## src/rtl/screen_pkg.sv

```systemverilog
// rtl/screen_pkg.sv - shared constants and clear-FSM state type for the screen write arbiter
package screen_pkg;

    localparam logic [15:0] BUF_START = 16'h0400;
    localparam int          BUF_WORDS = 1200;

    typedef enum logic {
        IDLE = 1'b0,
        RUN  = 1'b1
    } clr_state_e;

endpackage

```

## src/rtl/sync_fifo.sv

```systemverilog
// rtl/sync_fifo.sv - single-clock FIFO, power-of-2 depth, push and pop allowed together when full
module sync_fifo #(
    parameter int W     = 32,
    parameter int DEPTH = 4
) (
    input  logic         clk_i,
    input  logic         rst_n_i,
    input  logic         push_i,
    input  logic [W-1:0] din_i,
    input  logic         pop_i,
    output logic         full_o,
    output logic         empty_o,
    output logic [W-1:0] head_o
);

    localparam int PW = $clog2(DEPTH);

    // Pointers carry one extra wrap bit to tell full from empty.
    logic [PW:0]  wr_q, rd_q;
    logic [W-1:0] mem_q [DEPTH];

    assign empty_o = (wr_q == rd_q);
    assign full_o  = (wr_q[PW] != rd_q[PW]) && (wr_q[PW-1:0] == rd_q[PW-1:0]);
    assign head_o  = mem_q[rd_q[PW-1:0]];

    always_ff @(posedge clk_i or negedge rst_n_i) begin
        if (!rst_n_i) begin
            wr_q <= '0;
            rd_q <= '0;
        end else begin
            wr_q <= wr_q + (PW+1)'(push_i);
            rd_q <= rd_q + (PW+1)'(pop_i);
        end
    end

    always_ff @(posedge clk_i) begin
        if (push_i) begin
            mem_q[wr_q[PW-1:0]] <= din_i;
        end
    end

endmodule

```

## src/rtl/screen_wr_arbiter.sv

```systemverilog
// rtl/screen_wr_arbiter.sv - owns the screen-buffer write port: CPU > clear > keyboard FIFO
// Optional round-robin relief for starved requesters: SCRN_ARB_FAIR_EN.
module screen_wr_arbiter #(
    parameter int            AW         = 16,
    parameter int            DW         = 16,
    parameter int            FIFO_DEPTH = 4,
    parameter logic [AW-1:0] BUF_START  = screen_pkg::BUF_START,
    parameter int            BUF_WORDS  = screen_pkg::BUF_WORDS
) (
    input  logic          CLK,
    input  logic          RST_N,
    input  logic          CPU_MW,
    input  logic [AW-1:0] CPU_WADDR,
    input  logic [DW-1:0] CPU_WDATA,
    input  logic          KB_MW,
    input  logic [AW-1:0] KB_WADDR,
    input  logic [DW-1:0] KB_WDATA,
    input  logic          CLR_REQ,
    output logic          CLR_BUSY,
    output logic          KB_OVF,
    output logic          CPU_WAIT,
    output logic [AW-1:0] WADDR_SCREEN,
    output logic [DW-1:0] DATA_IN_SCREEN,
    output logic          MW_SCREEN_ON
);

    import screen_pkg::*;

    logic                fifo_full, fifo_empty, fifo_push, fifo_pop;
    logic [AW+DW-1:0]    fifo_head;
    clr_state_e          clr_state_q, clr_state_d;
    logic [AW-1:0]       clr_cnt_q, clr_cnt_d;
    logic                clr_busy, clr_last, other_pend, cpu_block;
    logic                grant_cpu, grant_clr, grant_fifo;
    logic                mw_q, ovf_q;
    logic [AW-1:0]       waddr_q;
    logic [DW-1:0]       wdata_q;

    sync_fifo #(
        .W     (AW + DW),
        .DEPTH (FIFO_DEPTH)
    ) u_kb_fifo (
        .clk_i   (CLK),
        .rst_n_i (RST_N),
        .push_i  (fifo_push),
        .din_i   ({KB_WADDR, KB_WDATA}),
        .pop_i   (fifo_pop),
        .full_o  (fifo_full),
        .empty_o (fifo_empty),
        .head_o  (fifo_head)
    );

    assign clr_busy   = (clr_state_q == RUN);
    assign clr_last   = (clr_cnt_q == AW'(BUF_WORDS - 1));
    assign other_pend = clr_busy || !fifo_empty;

`ifdef SCRN_ARB_FAIR_EN
    // Counts back-to-back CPU wins while someone else is waiting; at 7 the next slot is theirs.
    logic [2:0] fair_q, fair_d;

    assign cpu_block = (fair_q == 3'd7) && other_pend;

    always_comb begin
        fair_d = 3'd0;
        if (grant_cpu && other_pend) begin
            fair_d = fair_q + 3'd1;
        end
    end

    always_ff @(posedge CLK or negedge RST_N) begin
        if (!RST_N) begin
            fair_q <= 3'd0;
        end else begin
            fair_q <= fair_d;
        end
    end
`else
    assign cpu_block = 1'b0;
`endif

    assign CPU_WAIT   = cpu_block;
    assign grant_cpu  = CPU_MW && !cpu_block;
    assign grant_clr  = !grant_cpu && clr_busy;
    // Keyboard writes are held back for the whole clear so they land on a blank screen.
    assign grant_fifo = !grant_cpu && !clr_busy && !fifo_empty;
    assign fifo_pop   = grant_fifo;
    assign fifo_push  = KB_MW && (!fifo_full || fifo_pop);

    always_comb begin
        clr_state_d = clr_state_q;
        clr_cnt_d   = clr_cnt_q;
        case (clr_state_q)
            IDLE: begin
                if (CLR_REQ) begin
                    clr_state_d = RUN;
                    clr_cnt_d   = '0;
                end
            end
            RUN: begin
                if (grant_clr) begin
                    clr_cnt_d = clr_cnt_q + AW'(1);
                    if (clr_last) begin
                        clr_state_d = IDLE;
                    end
                end
            end
            default: clr_state_d = IDLE;
        endcase
    end

    always_ff @(posedge CLK or negedge RST_N) begin
        if (!RST_N) begin
            clr_state_q <= IDLE;
            clr_cnt_q   <= '0;
            ovf_q       <= 1'b0;
            mw_q        <= 1'b0;
            waddr_q     <= '0;
            wdata_q     <= '0;
        end else begin
            clr_state_q <= clr_state_d;
            clr_cnt_q   <= clr_cnt_d;
            ovf_q       <= ovf_q | (KB_MW && fifo_full && !fifo_pop);
            mw_q        <= grant_cpu || grant_clr || grant_fifo;
            if (grant_cpu) begin
                waddr_q <= CPU_WADDR;
                wdata_q <= CPU_WDATA;
            end else if (grant_clr) begin
                waddr_q <= BUF_START + clr_cnt_q;
                wdata_q <= '0;
            end else if (grant_fifo) begin
                {waddr_q, wdata_q} <= fifo_head;
            end
        end
    end

    assign CLR_BUSY       = clr_busy;
    assign KB_OVF         = ovf_q;
    assign WADDR_SCREEN   = waddr_q;
    assign DATA_IN_SCREEN = wdata_q;
    assign MW_SCREEN_ON   = mw_q;

endmodule
```

## config.mk

```make
export PLATFORM = sky130hd
export DESIGN_NAME = screen_wr_arbiter
export DESIGN_NICKNAME = d
export VERILOG_FILES = /design/src/rtl/screen_pkg.sv /design/src/rtl/sync_fifo.sv /design/src/rtl/screen_wr_arbiter.sv
export SDC_FILE = /design/constraint.sdc
export NUM_CORES = 1
export LEC_CHECK = 0
export BUFFER_PORTS_ARGS = -buffer_cell sky130_fd_sc_hd__buf_4
export CAP_MARGIN = 40
export CORE_MARGIN = 1
export CORE_UTILIZATION = 40
export CTS_CLUSTER_SIZE = 25
export DETAILED_ROUTE_END_ITERATION = 8
export GPL_TIMING_DRIVEN = 0
export SYNTH_ARGS = -nofsm -noshare
export SYNTH_HDL_FRONTEND = slang
export SYNTH_HIERARCHICAL = 1
export SYNTH_SLANG_ARGS = --single-unit
```

## constraint.sdc

```tcl
create_clock -name CLK -period 8.4 [get_ports CLK]
set_clock_uncertainty 0.15 [all_clocks]
set_input_delay 0.84 -clock CLK [delete_from_list [all_inputs] [get_ports CLK]]
set_output_delay 0.84 -clock CLK [all_outputs]
set_load 0.01 [all_outputs]
```

After elaboration in Yosys (flattened, before gate mapping)
Memory sizes are Yosys's and may differ from the RTL's.
Index checks and enable logic that the tools add are counted.
Storage, ports and cells
  latch bits: 0
  output and inout bits: 36
  memories: 1
  bits in writable memories: 128
  logic and storage cells: 53
  register bits: 57
  memory bits (read-only): 0
  input bits: 69
Memory list
  u_kb_fifo.mem_q: depth 4, bits a word 32, read ports 1, clocked after memory_dff 0, wr ports 1, RTL line sync_fifo.sv:20  | logic [W-1:0] mem_q [DEPTH];
Operators by class
  order comparisons: 0
  mux-type cells: 15
  multipliers: 0
  add/subtract/negate cells: 4
  bitwise logic cells: 2
  shifts and indexed selects: 0
  div/mod/pow operators: 0
  reductions and logical operators: 17
  eq/ne operators: 6
Operators by type and width (number)
  $mux W16: 8
  $pmux W16 S2: 1
  $add A11 B16 Y16 const A: 1
  $add A16 B1 Y16 const B: 1
  $eq A16 B11 Y1 const B: 1
  $logic_and A1 B1 Y1: 7
  $add A3 B1 Y3: 2
  $logic_not A1 Y1: 5
  $mux W1: 5
  $eq A3 B3 Y1: 1
  $logic_or A1 B1 Y1: 3
  $reduce_bool A3 Y1: 1
  $eq A2 B2 Y1: 1
  $ne A2 B1 Y1 const B: 1
  $ne A2 B2 Y1 const B: 1
  $pmux W1 S2: 1
  $reduce_and A2 Y1: 1
  $ne A1 B1 Y1: 1
  $not A1 Y1: 1
  $or A1 B1 Y1: 1

Depth between registers and ports, before layout
  depth after elaboration: 7
  mapped depth: 11
  depth with buffers taken out: 7

Modules after synthesis
Netlist, hierarchy kept.
By module, submodules not included
  sync_fifo: area each 4953.5 um^2, sequential area each 3993.8 um^2, cells an instance 190, times used 1
  screen_wr_arbiter: area each 2717.6 um^2, sequential area each 1276.2 um^2, cells an instance 294, times used 1

Worst setup path before layout
No wires, ideal clock.
  path kind: input to register
  from: input CPU_MW
  to: memory u_kb_fifo.mem_q[0][0], enable pin
  stages: 6
  library setup time: 468 ps
  setup slack: 3687 ps
  buffers on the path: 2
  data required time: 7782 ps
  arrival time: 4095 ps
  cell sequence: buf_6 > or2_1 > clkbuf_1 > o21ai_0 > and2_1 > nor3b_1
Between the ends
  word-level cells in the longest chain between the ends: 7
Ends and longest elaborated chain
  start: declaration: RTL line screen_wr_arbiter.sv:12  | input logic CPU_MW,
  $logic_not A1 Y1: RTL line screen_wr_arbiter.sv:85  | assign grant_fifo = !grant_cpu && !clr_busy && !fifo_empty;
  $logic_and A1 B1 Y1 (2 in series): RTL line screen_wr_arbiter.sv:85
  $logic_or A1 B1 Y1: RTL line screen_wr_arbiter.sv:87  | assign fifo_push = KB_MW && (!fifo_full || fifo_pop);
  $logic_and A1 B1 Y1: RTL line screen_wr_arbiter.sv:87
  via fifo_push: RTL line screen_wr_arbiter.sv:29  | logic fifo_full, fifo_empty, fifo_push, fifo_pop;
  $mux W1: RTL line sync_fifo.sv:37  | if (push_i) begin
  $mux W1 (not written as such): RTL line sync_fifo.sv:38  | mem_q[wr_q[PW-1:0]] <= din_i;
  end: declaration: RTL line sync_fifo.sv:20
The timed path passes the listed nets, and every way through them passes these cells.

Worst setup path in the final report
  from: register u_kb_fifo.rd_q[0]
  to: memory u_kb_fifo.mem_q[0][16], enable pin
Between the ends
  word-level cells in the longest chain between the ends: 7
  elaborated cells on any way between the ends: 10
  those cells by class: eq/ne (2); mux (2); reduce/logical (6)
Ends and longest elaborated chain
  start: declaration: RTL line sync_fifo.sv:19  | logic [PW:0] wr_q, rd_q;
  start signal: assignment: RTL line sync_fifo.sv:32  | rd_q <= rd_q + (PW+1)'(pop_i);
  $eq A3 B3 Y1: RTL line sync_fifo.sv:22  | assign empty_o = (wr_q == rd_q);
  via fifo_empty: RTL line screen_wr_arbiter.sv:29
  $logic_not A1 Y1: RTL line screen_wr_arbiter.sv:85
  $logic_and A1 B1 Y1: RTL line screen_wr_arbiter.sv:85
  $logic_or A1 B1 Y1: RTL line screen_wr_arbiter.sv:87
  $logic_and A1 B1 Y1: RTL line screen_wr_arbiter.sv:87
  via fifo_push: RTL line screen_wr_arbiter.sv:29
  $mux W1: RTL line sync_fifo.sv:37
  $mux W1 (not written as such): RTL line sync_fifo.sv:38
The timed path passes the listed nets, and every way through them passes these cells.

==> reports/metrics.yaml <==
synth_top_area_share: 0.501
die_y_um: 140
finalWirelength_mm: 16.5
numCtsBuffers: 17
dp_slack_ns: 4.87
r2r-start: "u_kb_fifo/rd_q[0]"
routedWlPerCell_um: 19.2
post_cts_resize_count: 0
numPortBuffers: 102
syn-num-nets: 560
overflow: 0
place.gp.congestion: 0.836
firstDrtPassIters: 4
synth.cell_area_mm2: 0.00767
outcome: "finished clean"
rows: 50
grt_antenna_before_repair: 0
drt_iter0_drc: 260
grtUsageTotal: 0.176
postSynthRegisterBits: 185
tightest_slew_ns: 0.802
cp.arrival_ns: 3.42
viasPerCell: 5.26
cp_slowest_cell: "nor3b_2"
crit_family: "buffers and inverters"
io_pins: 105
cpPeakStageDelay_ns: 0.61
fmax_mhz: 290
setup-tns-final_ns: 0
cts_hold_buf: 0
drive_gt1_frac: 0.317
tritoncts: "built"
whs_path_depth: 1
cp_max_fo: 10
async_reset_ff_frac: 0.308
total_power_mw: 2.50
clock_path_buffers: 2
p_per_area_mw_per_mm2: 265
grt_pass1_wl_mm: 25.4
startpoint_type: "register"
rsz0062_at_grt: "no"
antenna_cells: 0
synth.avg_cell_area_um2: 15.8
die-area_mm2: 0.0197
synth_cells: 484
seq_area_frac_synth: 0.687
hold_violations: 0
worstSetupEndpointType: "register"
place_hpwl_mm: 11.3
hold_class: "reg -> reg"
reg2regPathDepth: 11
grt_max_degree: 58
drc: 0
min_period_ns: 3.45
crit_required_ns: 8.37
ant_nets: 0
die_x_um: 140
slew_violations: 0
fin_area_mm2: 0.00943
syn_to_final_growth_pct: 22.9
clkLatencyLatePin_ns: 0.42
critPathBufInv: 6
synth-edff-count: 128
ys.flop_type: "edfxtp_1"
ys_warn_count: 6
period_share: 0.410
fin_nets: 688
startpoint: "u_kb_fifo/rd_q[0]"
ir_drop_uv: 179
crit_type: "reg -> reg"
cap_violations: 0
core_area_mm2: 0.0188
setup_slack_ns: 4.95
post-cts-setup-buffer-count: 0
regArea_mm2: 0.00527
synth_top_cells_by_area: "edfxtp_1 50%, dfrtp_1 19%, mux4_2 8.5%"
cts.sinks: 185
first_global_vias: 4665
placed_cell_area_mm2: 0.00886
p_leak_nw: 3.64
htreeDepth: 4
cts_root_buffer: "clkbuf_16"
setup_violations: 0
fillCellCount: 1640
min-delay-start: "KB_OVF"
start_util: 0.409
max-slew-margin-rel: 0.465
multi_input_area_mm2: 0.00217
path_depth: 11
path_cells: "buf_6 > buf_12 > xor2_1 > nor3b_1 > buf_2 > buf_2 > o21ai_0 > and2_1 > nor3b_2 > buf_6 > buf_4"
vias: 4515
whs_ns: 0.334
synth_top_area_cell: "edfxtp_1"
ys_types: 50
path_clk_slew_ns: 0.06
-- metal layers --
metal	up-vias	GRT usage	wire, um	share of wire
met5	-	0	0	0
met4	0	0.0618	168	0.010
met3	11	0.0479	880	0.053
met2	120	0.304	8360	0.51
met1	2274	0.213	7070	0.43
li1	2110	-	-	-
-- path summary, 6_finish.rpt --
check / end / slack [ns]
max: u_kb_fifo/mem_q[0][16] / 4.95
min: KB_OVF / 0.33
max reg2reg: u_kb_fifo/mem_q[0][16] / 4.95
min reg2reg: KB_OVF / 0.33
max in group asynchronous: DATA_IN_SCREEN[14] / 7.21
min in group asynchronous: WADDR_SCREEN[10] / 0.35
-- state kept, by name, indices dropped and copies added (netlist names) --
| register | cells |
|---|---|
| u_kb_fifo/mem_q | 128 |
| DATA_IN_SCREEN | 16 |
| WADDR_SCREEN | 16 |
| clr_cnt_q | 16 |
| u_kb_fifo/rd_q | 3 |
| u_kb_fifo/wr_q | 3 |
| CLR_BUSY | 1 |
| KB_OVF | 1 |
| MW_SCREEN_ON | 1 |
-- cell families after synthesis --
logic type | Yosys count | synth area share
DFF | 185 | 0.687
muxes | 54 | 0.124
buffers and inverters | 36 | 0.0315
adders and majority gates | 7 | 0.0114
AOI/OAI and AO/OA | 67 | 0.0535
other | 1 | 0.000489
xor gates and xnor gates | 8 | 0.00913
and+or+nand+nor | 126 | 0.0829
-- metrics by stage --
step                utilization  cells
finish                    0.502    858
global route              0.502    858
CTS                       0.502    858
detailed placement        0.472    827
global placement          0.465    820
floorplan                     -    484
-- placed cells by master (no fill, tap or decap), drive strengths merged, types with 2 or more instances in the layout --
| cell type | count |
|---|---|
| a211o | 3 |
| a211oi | 3 |
| a21oi | 14 |
| and2 | 2 |
| and3 | 3 |
| buf | 132 |
| bufinv | 2 |
| clkbuf | 29 |
| clkinv | 7 |
| dfrtp | 57 |
| edfxtp | 128 |
| ha | 7 |
| inv | 6 |
| mux2i | 22 |
| mux4 | 32 |
| nand2 | 37 |
| nand3 | 6 |
| nand4 | 5 |
| nor2 | 31 |
| nor2b | 6 |
| nor3 | 23 |
| nor3b | 3 |
| o211ai | 4 |
| o21ai | 27 |
| o22a | 2 |
| o31ai | 7 |
| xnor2 | 2 |
| xor2 | 6 |
-- Yosys cell counts, types with 2 or more instances --
cell type	number
edfxtp_1	128
a211oi_1	3
mux4_2	29
o21ai_0	25
o211ai_1	4
xor2_1	6
nand3_1	6
xnor2_1	2
buf_6	4
dfrtp_1	57
o31ai_1	7
nor2b_1	6
nor2_1	31
nor3_1	23
inv_1	6
mux2i_1	22
and2_1	2
ha_1	7
o21ai_1	2
buf_4	3
buf_12	3
a211o_1	3
nand2_1	37
o22a_1	2
and3_1	3
nor3b_1	3
buf_2	13
clkbuf_1	7
a21oi_1	14
nand4_1	4
mux4_1	3
-- where the power goes --
group	switching, mW	leakage (nW)	internal [mW]
Sequential	0.0494	1.90	1.15
Combinational	0.287	1.45	0.244
Clock	0.314	0.287	0.457
-- final cells by class --
cell class | count | share of cell area
clock inverter | 9 | 0.0104
multi-input combinational | 263 | 0.231
buffer | 30 | 0.0232
inverter | 6 | 0.00239
clock buffer | 22 | 0.0503
tap | 234 | 0.0311
sequential | 185 | 0.559
timing repair buffer | 109 | 0.0932
Power figures use the tool's default switching activity.
